### src/rtl/prmcu_uart_pkg.sv
// Shared widths and types for the PRMCU UART blocks.
package prmcu_uart_pkg;
    localparam int PRMCU_UART_DAT_W      = 9;
    localparam int PRMCU_UART_FIFO_DEPTH = 16;

    typedef logic [PRMCU_UART_DAT_W-1:0] prmcu_uart_dat_t;
endpackage

### src/rtl/prmcu_fifo_ptr.sv
// FIFO pointer with wrap bit; increments on inc, clears on rst or clr.
module prmcu_fifo_ptr #(
    parameter int PW = 5
) (
    input  logic          clk,
    input  logic          rst,
    input  logic          clr,
    input  logic          inc,
    output logic [PW-1:0] ptr
);
    always_ff @(posedge clk) begin
        if (rst || clr)
            ptr <= '0;
        else if (inc)
            ptr <= ptr + 1'b1;
    end
endmodule

### src/rtl/prmcu_uart_fifo.sv
// First-word-fall-through character FIFO feeding the UART transmitter,
// with fill level and programmable threshold flag.
module prmcu_uart_fifo
    import prmcu_uart_pkg::*;
#(
    parameter int DEPTH = PRMCU_UART_FIFO_DEPTH,
    parameter int DAT_W = PRMCU_UART_DAT_W
) (
    input  logic                     clk,
    input  logic                     rst,
    input  logic                     flush_i,
    input  logic [DAT_W-1:0]         in_dat_i,
    input  logic                     in_vld_i,
    output logic                     in_rdy_o,
    output logic [DAT_W-1:0]         out_dat_o,
    output logic                     out_vld_o,
    input  logic                     out_rdy_i,
    input  logic [$clog2(DEPTH):0]   thresh_i,
    output logic [$clog2(DEPTH):0]   level_o,
    output logic                     full_o,
    output logic                     empty_o,
    output logic                     thresh_o
);
    localparam int AW = $clog2(DEPTH);
    localparam int PW = AW + 1;

    logic [DEPTH-1:0][DAT_W-1:0] mem;
    logic [PW-1:0]               wr_ptr, rd_ptr;
    logic                        push, pop;

    // Flush discards any same-cycle transfer; full blocks writes even while popping.
    assign push = in_vld_i && in_rdy_o && !flush_i;
    assign pop  = out_vld_o && out_rdy_i && !flush_i;

    prmcu_fifo_ptr #(.PW(PW)) u_wr_ptr (
        .clk (clk),
        .rst (rst),
        .clr (flush_i),
        .inc (push),
        .ptr (wr_ptr)
    );

    prmcu_fifo_ptr #(.PW(PW)) u_rd_ptr (
        .clk (clk),
        .rst (rst),
        .clr (flush_i),
        .inc (pop),
        .ptr (rd_ptr)
    );

    // Storage is intentionally not reset; only the pointers define validity.
    always_ff @(posedge clk) begin
        if (push)
            mem[wr_ptr[AW-1:0]] <= in_dat_i;
    end

    assign full_o    = (wr_ptr[AW] != rd_ptr[AW]) && (wr_ptr[AW-1:0] == rd_ptr[AW-1:0]);
    assign empty_o   = (wr_ptr == rd_ptr);
    assign level_o   = wr_ptr - rd_ptr;
    assign thresh_o  = (level_o >= thresh_i);
    assign in_rdy_o  = !full_o && !rst;
    assign out_vld_o = !empty_o;
    assign out_dat_o = mem[rd_ptr[AW-1:0]];
endmodule

### config.mk
export PLATFORM = sky130hd
export DESIGN_NAME = prmcu_uart_fifo
export DESIGN_NICKNAME = d
export VERILOG_FILES = /design/src/rtl/prmcu_uart_pkg.sv /design/src/rtl/prmcu_fifo_ptr.sv /design/src/rtl/prmcu_uart_fifo.sv
export SDC_FILE = /design/constraint.sdc
export NUM_CORES = 1
export LEC_CHECK = 0
export BUFFER_PORTS_ARGS = -buffer_cell sky130_fd_sc_hd__buf_4
export CAP_MARGIN = 20
export CORE_MARGIN = 2
export CORE_UTILIZATION = 65
export CTS_CLUSTER_DIAMETER = 80
export CTS_CLUSTER_SIZE = 12
export DETAILED_ROUTE_END_ITERATION = 6
export GPL_ROUTABILITY_DRIVEN = 0
export PLACE_DENSITY = 0.84
export SLEW_MARGIN = 10
export SYNTH_ARGS = -nofsm -noshare
export SYNTH_HDL_FRONTEND = slang
export SYNTH_SLANG_ARGS = --single-unit
### constraint.sdc
create_clock -name clk -period 4.53 [get_ports clk]
set_input_delay 0 -clock clk [delete_from_list [all_inputs] [get_ports clk]]
set_output_delay 0 -clock clk [all_outputs]
set_load 0.02 [all_outputs]
### Yosys cells after proc, flatten, opt, wreduce, memory -nomap -nowiden

Cells that the tools add are included.
W data, S select, Z words.

* eq/ne operators: 3
* add/sub/neg operators: 3
* reduce and logical (&&, ||, !) cells: 12
* $lt $le $gt $ge: 4
* mux-type cells: 5

Operator list (number)
* $bwmux W144: 1
* $bmux W9 S4: 1
* $demux W9 S4: 1
* $mux W9: 2
* $add A5 B1 Y5 const B: 2
* $lt A4 B5 Y1 const B: 2
* $logic_and A1 B1 Y1: 7
* $eq A5 B5 Y1: 1
* $ge A5 B5 Y1: 1
* $sub A5 B5 Y5: 1
* $eq A4 B4 Y1: 1
* $ge A4 B1 Y1 const B: 1
* $logic_not A1 Y1: 4
* $logic_or A1 B1 Y1: 1
* $ne A1 B1 Y1: 1

* input port bits: 19
* logic and storage cells: 45
* register bits: 154
* output and inout bits: 19

### Logic depth before layout (Yosys ltp)

Gate-level depths: netlist (run 1).

* depth after elaboration: 6
* mapped depth: 10
* depth with buffers taken out: 10

### Cells and area by module

A second synthesis (run 1) with hierarchy kept.

* cell total of the unflattened synthesis: 334
* area, all modules: 6316.1 um2

By module, submodules not included
* prmcu_uart_fifo: seq. area each 4324.1 um2, instances 1, cells each 288, area an instance 5838.1 um2
* prmcu_fifo_ptr: seq. area each 100.1 um2, instances 2, cells each 23, area an instance 239.0 um2

### Least setup slack after synthesis (run 1)

No wires, ideal clock.

* path kind: flip-flop to flip-flop
* start: register u_rd_ptr.ptr[1]
* end: register mem[0] (netlist bit), enable pin
* path buffers: 2
* cell stages (with the launch flop): 10
* library setup time: 0.374 ns
* arrival: 2.467 ns
* data required time: 4.156 ns
* period minus slack after synthesis: 2.841 ns
* setup slack: 1.689 ns
* cells stage by stage: dfxtp_1 -> buf_2 -> buf_2 -> inv_1 -> ha_1 -> and4_1 -> nand2_1 -> inv_1 -> or3_1 -> nor2_1

* longest elaborated chain between the ends: 6

Ends and longest elaborated chain
* start: declaration: RTL line prmcu_fifo_ptr.sv:9 `output logic [PW-1:0] ptr`
* start signal: assignment: RTL line prmcu_fifo_ptr.sv:15 `ptr <= ptr + 1'b1;`
* $eq A4 B4 Y1: RTL line prmcu_uart_fifo.sv:57 `assign full_o = (wr_ptr[AW] != rd_ptr[AW]) && (wr_ptr[AW-1:0] == rd_ptr[AW-1:0]);`
* $logic_and A1 B1 Y1: RTL line prmcu_uart_fifo.sv:57
* named net full_o: RTL line prmcu_uart_fifo.sv:20 `output logic full_o,`
* $logic_not A1 Y1: RTL line prmcu_uart_fifo.sv:61 `assign in_rdy_o = !full_o && !rst;`
* $logic_and A1 B1 Y1: RTL line prmcu_uart_fifo.sv:61
* $logic_and A1 B1 Y1 (2 in a row): RTL line prmcu_uart_fifo.sv:32 `assign push = in_vld_i && in_rdy_o && !flush_i;`
* end signal: indexed assignment: RTL line prmcu_uart_fifo.sv:54 `mem[wr_ptr[AW-1:0]] <= in_dat_i;`
* end: declaration: RTL line prmcu_uart_fifo.sv:27 `logic [DEPTH-1:0][DAT_W-1:0] mem;`

The timed path passes the listed nets, and every way through them passes these cells.
A chain may end at the register's enable or synchronous reset.

### Final worst setup path (run 1)

* start: register u_rd_ptr.ptr[1]
* end: register mem[13] (netlist bit), enable pin

* longest elaborated chain between the ends: 6

Ends and longest elaborated chain (RTL line)
* $eq A4 B4 Y1: prmcu_uart_fifo.sv:57
* $logic_and A1 B1 Y1: prmcu_uart_fifo.sv:57
* $logic_not A1 Y1: prmcu_uart_fifo.sv:61
* $logic_and A1 B1 Y1: prmcu_uart_fifo.sv:61
* $logic_and A1 B1 Y1 (2 in a row): prmcu_uart_fifo.sv:32

Every way passes these cells.

==> flow_metrics.tcl, run 1 <==
set metrics [dict create \
    timing.slew.headroom_pct 39.4 \
    multi_input_gate_area_in_the_final_layout_um2 1650 \
    cp_cell_sequence "buf_4 > inv_1 > ha_1 > and4_1 > nand2_1 > inv_1 > or3_1 > nor2_1" \
    bufs_on_longest_clock_path 2 \
    crit_path_max_incr_delay_ps 670 \
    initial_core_util_pct 67.4 \
    cts_post_setup_buffers_inserted 0 \
    synth_cell_types 32 \
    report.final.setup_viol 0 \
    detailedPlacementHpwl_um 8380 \
    via_count_of_the_first_global_routing_pass 3477 \
    finalMaxSlewViolations 0 \
    die-area_um2 10500 \
    grt_start_max_net_pins 41 \
    power_density_nw_per_um2 413 \
    avgSynthCellArea_um2 18.5 \
    vias 3456 \
    post-place-ws_ps 1250 \
    outcome "complete, no violations" \
    floorplan.io_pins 38 \
    regToRegEndpoint "mem[13]" \
    io_buffer_count 37 \
    tritoncts "yes" \
    final_util_pct 79.4 \
    max_clock_freq_mhz 301 \
    timing.final.hold_violations 0 \
    drt-initial-drc-count 456 \
    timing.setup.tns_ps 0 \
    cap_violations 0 \
    synth_seq_cells 154 \
    final_antenna_violating_net_count 0 \
    fillers 483 \
    grt_setup_unrepaired "false" \
    synthesis.nets 373 \
    worst_ep_required_time_ps 4690 \
    cp-start-kind "register" \
    first_pass_iteration_count_of_the_detailed_router 5 \
    clock_buffer_count_from_cts 17 \
    critPathMaxFanout 40 \
    yosys-top-cells-area "edfxtp_1 (69%), mux4_2 (13%), dfxtp_1 (3.2%), ha_1 (2.8%), a22oi_1 (2.2%)" \
    numClockSinks 154 \
    fp.dieW_um 102 \
    postCtsResizedCells 0 \
    crit_arrival_ps 3470 \
    final_critical_path_setup_slack_ps 1210 \
    final_cell_mix "edfxtp_1 (144), buf_4 (39), mux4_2 (36), nor2_1 (29), nand2_1 (19)" \
    globalRouteMet1Util_pct 40.7 \
    timing.critical_path.slowest_stage_cell "nor2_1" \
    antenna_cells_inserted 0 \
    leakagePower_nw 2.48 \
    synth.largest_area_cell "edfxtp_1" \
    yosys_warnings 0 \
    drive_above_1_share_pct 26.7 \
    cts_max_level 4 \
    final.period_utilization_pct 73.2 \
    tightest_slew_ps 906 \
    skew_ps 7.89 \
    use_met2_pct 45.9 \
    area.sequential_um2 4530 \
    syn-instance-count 339 \
    cts-root-buf "clkbuf_8" \
    timing.reg2reg.setup_slack_ps 1210 \
    placement_rows 35 \
    setup.worst_path.end_class "register" \
    cpMostUsedCell "inv_1" \
    global_route.usage.total_pct 29.0 \
    setup.worst_path.class "reg -> reg" \
    drc 0 \
    groute.layer.met3.usage_pct 6.63 \
    avgViaCountPerCell 6.35 \
    routed_wl_um 13800 \
    antenna_found_initial 0 \
    globalRoute.totalOverflow 0 \
    core_area_um2 9330 \
    dp.cells 497 \
    routedWlPerCell_um 25.3 \
    first_pass_grt_wire_length_um 20600 \
    path_clk_slew_ps 60 \
    area_growth_pct 17.9 \
    final_cell_count_no_fill 544 \
    crit_path_start "u_rd_ptr.ptr[1]" \
    setup.worst_path.end "mem[13]" \
    die_h_um 102 \
    final_period_minus_worst_setup_slack_ps 3320 \
    worstHoldPathType "in -> out" \
    clkLatencyLatePin_ps 530 \
    beginning_of_the_worst_register_to_register_path "u_rd_ptr.ptr[1]" \
    p_total_mw 3.06 \
    post_synth_instance_area_um2 6280 \
    nets 436 \
    globalRoute.busiestLayer "met2" \
    post-synth-top-area-fraction_pct 68.8 \
    ff2ff_path_depth 8 \
    synth_seq_area_share_pct 72.0 \
    ir_drop_mv 0.335 \
    final_common_cell "edfxtp_1" \
]
area by class of cell:
type	instances	share of cell area, %
sequential	154	61.1
inverter	13	0.659
multi-input combinational	162	22.2
timing repair buffer	54	5.98
tap	129	2.18
clock inverter	14	2.18
clock buffer	18	5.64
repair_timing:
action                                  in CTS  in global routing
endpoints found under the hold margin      154                  0
hold buffers                                15                  0
endpoints found under the setup margin       0                  0
registers in the layout (all words and copies together), names as in the netlist:
name	cells
u_wr_ptr.ptr	5
u_rd_ptr.ptr	5
mem	144
synth_stat cells, drive strengths merged:
cell	n
and3	1
nor3b	1
inv	13
a2111oi	1
nor2	29
xnor2	7
dfxtp	10
fa	1
or2	1
nand3	3
nand2	19
clkbuf	3
and4	1
a22oi	18
mux2i	1
ha	14
o211ai	2
o21ai	4
edfxtp	144
xor2	5
a211oi	1
mux4	36
nand4	1
nand3b	3
or3	2
a21oi	7
nand2b	1
buf	7
a21o	3
power breakdown:
group          switching, mW  internal, mW  leakage [nW]  total (mW)
clock                  0.585         0.796         0.273        1.38
combinational         0.0691        0.0499         0.830       0.119
sequential           0.00221          1.56          1.38        1.56
stage by stage:
step | hold slack (ps) | cell area (um2)
2_1_floorplan | 79.8 | 6280
3_3_place_gp | 287 | 6680
3_5_place_dp | 284 | 6680
4_1_cts | 269 | 7410
5_1_grt | 285 | 7410
6_report | 291 | 7410
worst min-delay path by stage:
stage          from  cells past startpoint       end
2_1_floorplan   rst                      1  in_rdy_o
3_3_place_gp    rst                      3  in_rdy_o
3_5_place_dp    rst                      3  in_rdy_o
4_1_cts         rst                      4    mem[2]
5_1_grt         rst                      3  in_rdy_o
6_report        rst                      3  in_rdy_o
kinds of logic (layout without fill, tap and decap cells):
| group | count (synthesis) | count (layout) | share of synthesized area, % |
|---|---|---|---|
| multiplexers | 37 | 37 | 13.1 |
| AO/OA/AOI/OAI | 36 | 36 | 4.04 |
| flip-flops | 154 | 154 | 72.0 |
| XOR/XNOR | 12 | 12 | 1.67 |
| AND/OR/NAND/NOR | 62 | 62 | 4.32 |
| buffers and inverters | 23 | 99 | 1.79 |
| adder cells (fa/ha/maj) | 15 | 15 | 3.11 |
worst max-delay path, delay by kind of cell, from the launching register on:
family | cells | cell delay [ps]
adder cells (fa/ha/maj) | 1 | 380
buffers and inverters | 3 | 730
flip-flops | 1 | 320
AND/OR/NAND/NOR | 4 | 1520
metal layers:
metal,up-vias,routed length (um)
met4,0,250
met3,30,1340
met5,-,0
li1,1480,-
met1,1731,5430
met2,215,6760
No activity file was read; power rests on OpenSTA's default activity.
==> inputs of run 2 (changes only) <==
--- a/config.mk
+++ b/config.mk
@@ -8,12 +8,12 @@
 export BUFFER_PORTS_ARGS = -buffer_cell sky130_fd_sc_hd__buf_4
 export CAP_MARGIN = 20
 export CORE_MARGIN = 2
-export CORE_UTILIZATION = 65
+export CORE_UTILIZATION = 54
 export CTS_CLUSTER_DIAMETER = 80
 export CTS_CLUSTER_SIZE = 12
 export DETAILED_ROUTE_END_ITERATION = 6
 export GPL_ROUTABILITY_DRIVEN = 0
-export PLACE_DENSITY = 0.84
+export PLACE_DENSITY = 0.75
 export SLEW_MARGIN = 10
 export SYNTH_ARGS = -nofsm -noshare
 export SYNTH_HDL_FRONTEND = slang
==> constraint.sdc (replaced) <==
create_clock -name clk -period 2.7 [get_ports clk]
set_input_delay 0 -clock clk [delete_from_list [all_inputs] [get_ports clk]]
set_output_delay 0 -clock clk [all_outputs]
set_load 0.02 [all_outputs]
==> flow_metrics.tcl, run 2 (synthesis gave the netlist of run 1 again) <==
set metrics [dict create \
    crit_path_max_incr_delay_ps 350 \
    power_density_nw_per_um2 673 \
    final_common_cell "edfxtp_1" \
    sw_pwr_mw 1.06 \
    vias 3381 \
    crit_arrival_ps 2540 \
    tightest_slew_ps 570 \
    grt_start_max_net_pins 40 \
    timing.slew.headroom_pct 62.0 \
    timing.final.hold_violations 0 \
    numClockSinks 154 \
    nets 462 \
    seq_power_share_pct 50.9 \
    cp-start-kind "register" \
    placement_rows 39 \
    antenna_found_initial 0 \
    finalMaxSlewViolations 0 \
    internal_power_mw 4.08 \
    via_count_of_the_first_global_routing_pass 3376 \
    leakagePower_nw 2.63 \
    critPathMaxFanout 4 \
    sw_frac_of_total_pct 20.6 \
    skew_ps 11.5 \
    final.period_utilization_pct 94.1 \
    timing.hold.worst.start "flush_i" \
    io_buffer_count 37 \
    timing.reg2reg.setup_slack_ps 200 \
    globalRoute.totalOverflow 0 \
    worstHoldPathCells 3 \
    final_cell_mix "edfxtp_1 (144), buf_4 (67), mux4_2 (36), nor2_1 (28), nand2_1 (19)" \
    drt-initial-drc-count 284 \
    power.combinational.fraction_pct 3.7 \
    beginning_of_the_worst_register_to_register_path "u_rd_ptr.ptr[2]" \
    detailedPlacementHpwl_um 7830 \
    first_pass_grt_wire_length_um 19000 \
    setup.worst_path.class "reg -> out" \
    drive_above_1_share_pct 32.9 \
    bufs_on_longest_clock_path 2 \
    drc 0 \
    holdPathEnd "u_wr_ptr.ptr[0]" \
    crit_path_start "u_wr_ptr.ptr[0]" \
    floorplan.io_pins 38 \
    fp.dieW_um 112 \
    area_growth_pct 21.5 \
    avgViaCountPerCell 5.79 \
    regToRegEndpoint "mem[31]" \
    worstHoldPathType "in -> reg" \
    initial_core_util_pct 55.3 \
    worst_ep_required_time_ps 2700 \
    final_antenna_violating_net_count 0 \
    clock_buffer_count_from_cts 17 \
    core_area_um2 11400 \
    p_total_mw 5.14 \
    cp_cell_sequence "inv_2 > ha_1 > inv_1 > fa_2 > a21o_1 > a21oi_2 > xnor2_1 > ha_1 > a21oi_1 > o21ai_1 > buf_4" \
    die_h_um 112 \
    final_period_minus_worst_setup_slack_ps 2540 \
    routedWlPerCell_um 21.1 \
    tritoncts "yes" \
    cap_violations 0 \
    antenna_cells_inserted 0 \
    grt_setup_unrepaired "false" \
    outcome "complete, no violations" \
    die-area_um2 12500 \
    max_clock_freq_mhz 394 \
    timing.critical_path.slowest_stage_cell "fa_2" \
    report.final.setup_viol 0 \
    cts-root-buf "clkbuf_16" \
    setup.worst_path.end_class "output port" \
    global_route.usage.total_pct 20.8 \
    largest_reg_flops 144 \
    first_pass_iteration_count_of_the_detailed_router 5 \
    cpMostUsedCell "ha_1" \
    final_cell_count_no_fill 584 \
    routed_wl_um 12300 \
    dp.cells 538 \
    holdWs_ps 12.0 \
    ff2ff_path_depth 8 \
    cts_max_level 4 \
    power.share.clock_pct 45.4 \
    clkLatencyLatePin_ps 420 \
    ir_drop_mv 0.621 \
    path_clk_slew_ps 60 \
]
[run 2: worst max path at each step]
stage	endpoint	cells after the start
after CTS	out_dat_o[5]	5
after detailed placement	mem[27]	8
after floorplan	mem[0]	9
after global routing	thresh_o	11
after global placement	mem[27]	8
final	thresh_o	11
[run 2: power by group through the flow]
stage / combinational (mW) / sequential, mW / clock (mW)
global route: 0.208 / 2.61 / 2.47
CTS: 0.190 / 2.62 / 2.35
floorplan: 0.0868 / 2.67 / 0
finish: 0.191 / 2.62 / 2.33
detailed placement: 0.177 / 2.67 / 0
global placement: 0.172 / 2.67 / 0
[run 2: metal layers]
layer / global-route usage, % / up-vias / wire length, um
li1: - / 1537 / -
met1: 30.3 / 1705 / 5440
met2: 31.3 / 128 / 5960
met3: 5.12 / 11 / 788
met4: 7.65 / 0 / 151
met5: 0 / - / 0
[run 2: final cells by class]
type	count	area (um2)
flip-flops and latches	154	4530
well taps	143	179
inverters	13	48.8
repair buffers	80	634
multi-input cells	162	1660
clock inverters	15	168
fillers	757	3730
clock buffers	17	425
[run 2: timing repair]
| action | in CTS | in global routing |
|---|---|---|
| pin swaps | 0 | 2 |
| hold endpoints to repair | 149 | 0 |
| setup endpoints to repair | 1 | 13 |
| resized for setup | 1 | 4 |
| buffers inserted | 0 | 2 |
| hold buffers | 12 | 0 |
[run 2: critical path, delay by kind of cell (launching register included)]
family,cells,cell delay [ps]
adder cells (fa/ha/maj),3,770
AO/OA/AOI/OAI,4,520
flip-flops,1,340
buffers and inverters,3,320
XOR/XNOR,1,160
[run 2: stage by stage]
step           setup slack (ps)  util (%)  setup TNS [ps]  instance area (um2)
2_1_floorplan              -141         -           -4950                 6280
3_3_place_gp                230      60.7               0                 6900
3_5_place_dp                131      60.7               0                 6900
4_1_cts                    18.6      66.9               0                 7610
5_1_grt                    2.11      67.2               0                 7640
6_report                    159      67.2               0                 7640
==> inputs of run 3 (changes only) <==
--- a/config.mk
+++ b/config.mk
@@ -8,12 +8,12 @@
 export BUFFER_PORTS_ARGS = -buffer_cell sky130_fd_sc_hd__buf_4
 export CAP_MARGIN = 20
 export CORE_MARGIN = 2
-export CORE_UTILIZATION = 54
+export CORE_UTILIZATION = 65
 export CTS_CLUSTER_DIAMETER = 80
 export CTS_CLUSTER_SIZE = 12
 export DETAILED_ROUTE_END_ITERATION = 6
 export GPL_ROUTABILITY_DRIVEN = 0
-export PLACE_DENSITY = 0.75
+export PLACE_DENSITY = 0.84
 export SLEW_MARGIN = 10
 export SYNTH_ARGS = -nofsm -noshare
 export SYNTH_HDL_FRONTEND = slang
==> constraint.sdc (replaced) <==
create_clock -name clk -period 3.1 [get_ports clk]
set_input_delay 0 -clock clk [delete_from_list [all_inputs] [get_ports clk]]
set_output_delay 0 -clock clk [all_outputs]
set_load 0.02 [all_outputs]
==> flow_metrics.tcl, run 3 (synthesis gave the netlist of run 1 again) <==
set metrics [dict create \
    outcome "complete, no violations" \
    dp.cells 513 \
    bufs_on_longest_clock_path 2 \
    floorplan.io_pins 38 \
    beginning_of_the_worst_register_to_register_path "u_rd_ptr.ptr[2]" \
    drc 0 \
    post-place-ws_ps 624 \
    cts_post_setup_buffers_inserted 0 \
    finalMaxSlewViolations 0 \
    final_cell_mix "edfxtp_1 (144), buf_4 (55), mux4_2 (36), nor2_1 (29), nand2_1 (19)" \
    report.final.setup_viol 0 \
    finish.instance_area_um2 7490 \
    tightest_slew_ps 921 \
    setup.worst_path.end_class "output port" \
    timing.critical_path.slowest_stage_cell "fa_1" \
    leakagePower_nw 2.55 \
    final_critical_path_setup_slack_ps 116 \
    multi_input_gate_area_in_the_final_layout_um2 1650 \
    timing.reg2reg.setup_slack_ps 480 \
    routedWlPerCell_um 24.3 \
    worst_ep_required_time_ps 3100 \
    nets 452 \
    cp_cell_sequence "inv_2 > ha_1 > inv_1 > fa_1 > a21o_1 > a21oi_1 > xnor2_1 > ha_1 > a21oi_1 > o21ai_0 > buf_4" \
    max_clock_freq_mhz 335 \
    antenna_cells_inserted 0 \
    final_period_minus_worst_setup_slack_ps 2980 \
    cts-root-buf "clkbuf_8" \
    final_antenna_violating_net_count 0 \
    first_pass_grt_wire_length_um 20800 \
    final_cell_count_no_fill 560 \
    path_clk_slew_ps 60 \
    skew_ps 8.00 \
    core_area_um2 9330 \
    crit_path_start "u_wr_ptr.ptr[0]" \
    first_pass_iteration_count_of_the_detailed_router 5 \
    clkLatencyLatePin_ps 530 \
    placedInstanceArea_um2 6800 \
    worstHoldPathType "in -> reg" \
    timing.slew.headroom_pct 38.3 \
    drt-initial-drc-count 322 \
    largest_reg_flops 144 \
    via_count_of_the_first_global_routing_pass 3681 \
    crit_arrival_ps 2980 \
    detailedPlacementHpwl_um 8150 \
    crit_path_max_incr_delay_ps 420 \
    cap_violations 0 \
    routed_wl_um 13600 \
    setup.worst_path.class "reg -> out" \
    placement_rows 35 \
    avgViaCountPerCell 6.27 \
    holdWs_ps 146 \
    drive_above_1_share_pct 28.8 \
    grt_setup_unrepaired "false" \
    numClockSinks 154 \
    area.sequential_um2 4530 \
    ff2ff_path_depth 8 \
    final_common_cell "edfxtp_1" \
    timing.setup.tns_ps 0 \
    tritoncts "yes" \
    fp.dieW_um 102 \
    timing.final.hold_violations 0 \
    ir_drop_mv 0.473 \
    global_route.usage.total_pct 29.2 \
    antenna_found_initial 0 \
    vias 3509 \
    final.period_utilization_pct 96.3 \
    setup.worst_path.end "thresh_o" \
    globalRoute.totalOverflow 0 \
    die_h_um 102 \
    cp-start-kind "register" \
    power_density_nw_per_um2 577 \
    die-area_um2 10500 \
    initial_core_util_pct 67.4 \
    regToRegEndpoint "mem[15]" \
    area_growth_pct 19.1 \
    fillers 463 \
    grt_start_max_net_pins 40 \
    clock_buffer_count_from_cts 17 \
    io_buffer_count 37 \
    cts_max_level 4 \
    critPathMaxFanout 4 \
]
-- run 3: cell count changes in the layout (fill, tap and decap cells not counted), moves of 2 or more --
| cell | previous run | this run |
|---|---|---|
| dlygate4sd3_1 | 12 | 15 |
| buf_4 | 67 | 55 |
| clkinv_2 | 2 | 0 |
| inv_8 | 2 | 0 |
| clkinv_1 | 0 | 4 |
-- run 3: what timing repair did --
action | in CTS | in global routing
resized for setup | 0 | 1
endpoints found under the hold margin | 154 | 0
hold buffers | 15 | 0
endpoints found under the setup margin | 0 | 1
-- run 3: metrics by stage --
step,utilization (%),total power [mW]
after floorplan,-,2.40
after global placement,72.9,2.47
after detailed placement,72.9,2.48
after CTS,80.3,4.34
after global routing,80.3,4.44
final,80.3,4.32
-- run 3: layout make-up --
type | count | share of cell area [%]
sequential | 154 | 60.5
clock inverter | 14 | 1.62
timing repair buffer | 70 | 7.52
inverter | 13 | 0.652
clock buffer | 18 | 5.58
tap | 129 | 2.16
multi-input combinational | 162 | 22.0
-- run 3: critical path, delay by kind of cell (launching register included) --
kind                     cells  cell delay (ps)
AO/OA/AOI/OAI                4              640
XOR/XNOR                     1              220
adder cells (fa/ha/maj)      3              890
buffers and inverters        3              350
flip-flops                   1              360
-- run 3: power by group --
part / leakage (nW) / total, mW / switching (mW) / internal (mW)
Combinational: 0.918 / 0.168 / 0.0947 / 0.0736
Sequential: 1.38 / 2.28 / 0.00373 / 2.28
Clock: 0.256 / 1.87 / 0.809 / 1.06
Total: 2.55 / 4.32 / 0.907 / 3.41
-- run 3: metal layers --
| layer | up-vias | global-route usage (%) | share of wire, % |
|---|---|---|---|
| met4 | 0 | 13.9 | 3.5 |
| met2 | 211 | 47.1 | 50 |
| met5 | - | 0 | 0 |
| met3 | 47 | 7.87 | 8.4 |
| li1 | 1511 | - | - |
| met1 | 1740 | 37.6 | 38 |
-- run 3: worst min path at each step --
stage / to / from / depth (start not counted)
detailed placement: in_rdy_o / rst / 3
CTS: mem[42] / rst / 4
floorplan: in_rdy_o / rst / 1
finish: mem[39] / rst / 4
global route: mem[39] / rst / 4
global placement: in_rdy_o / rst / 3
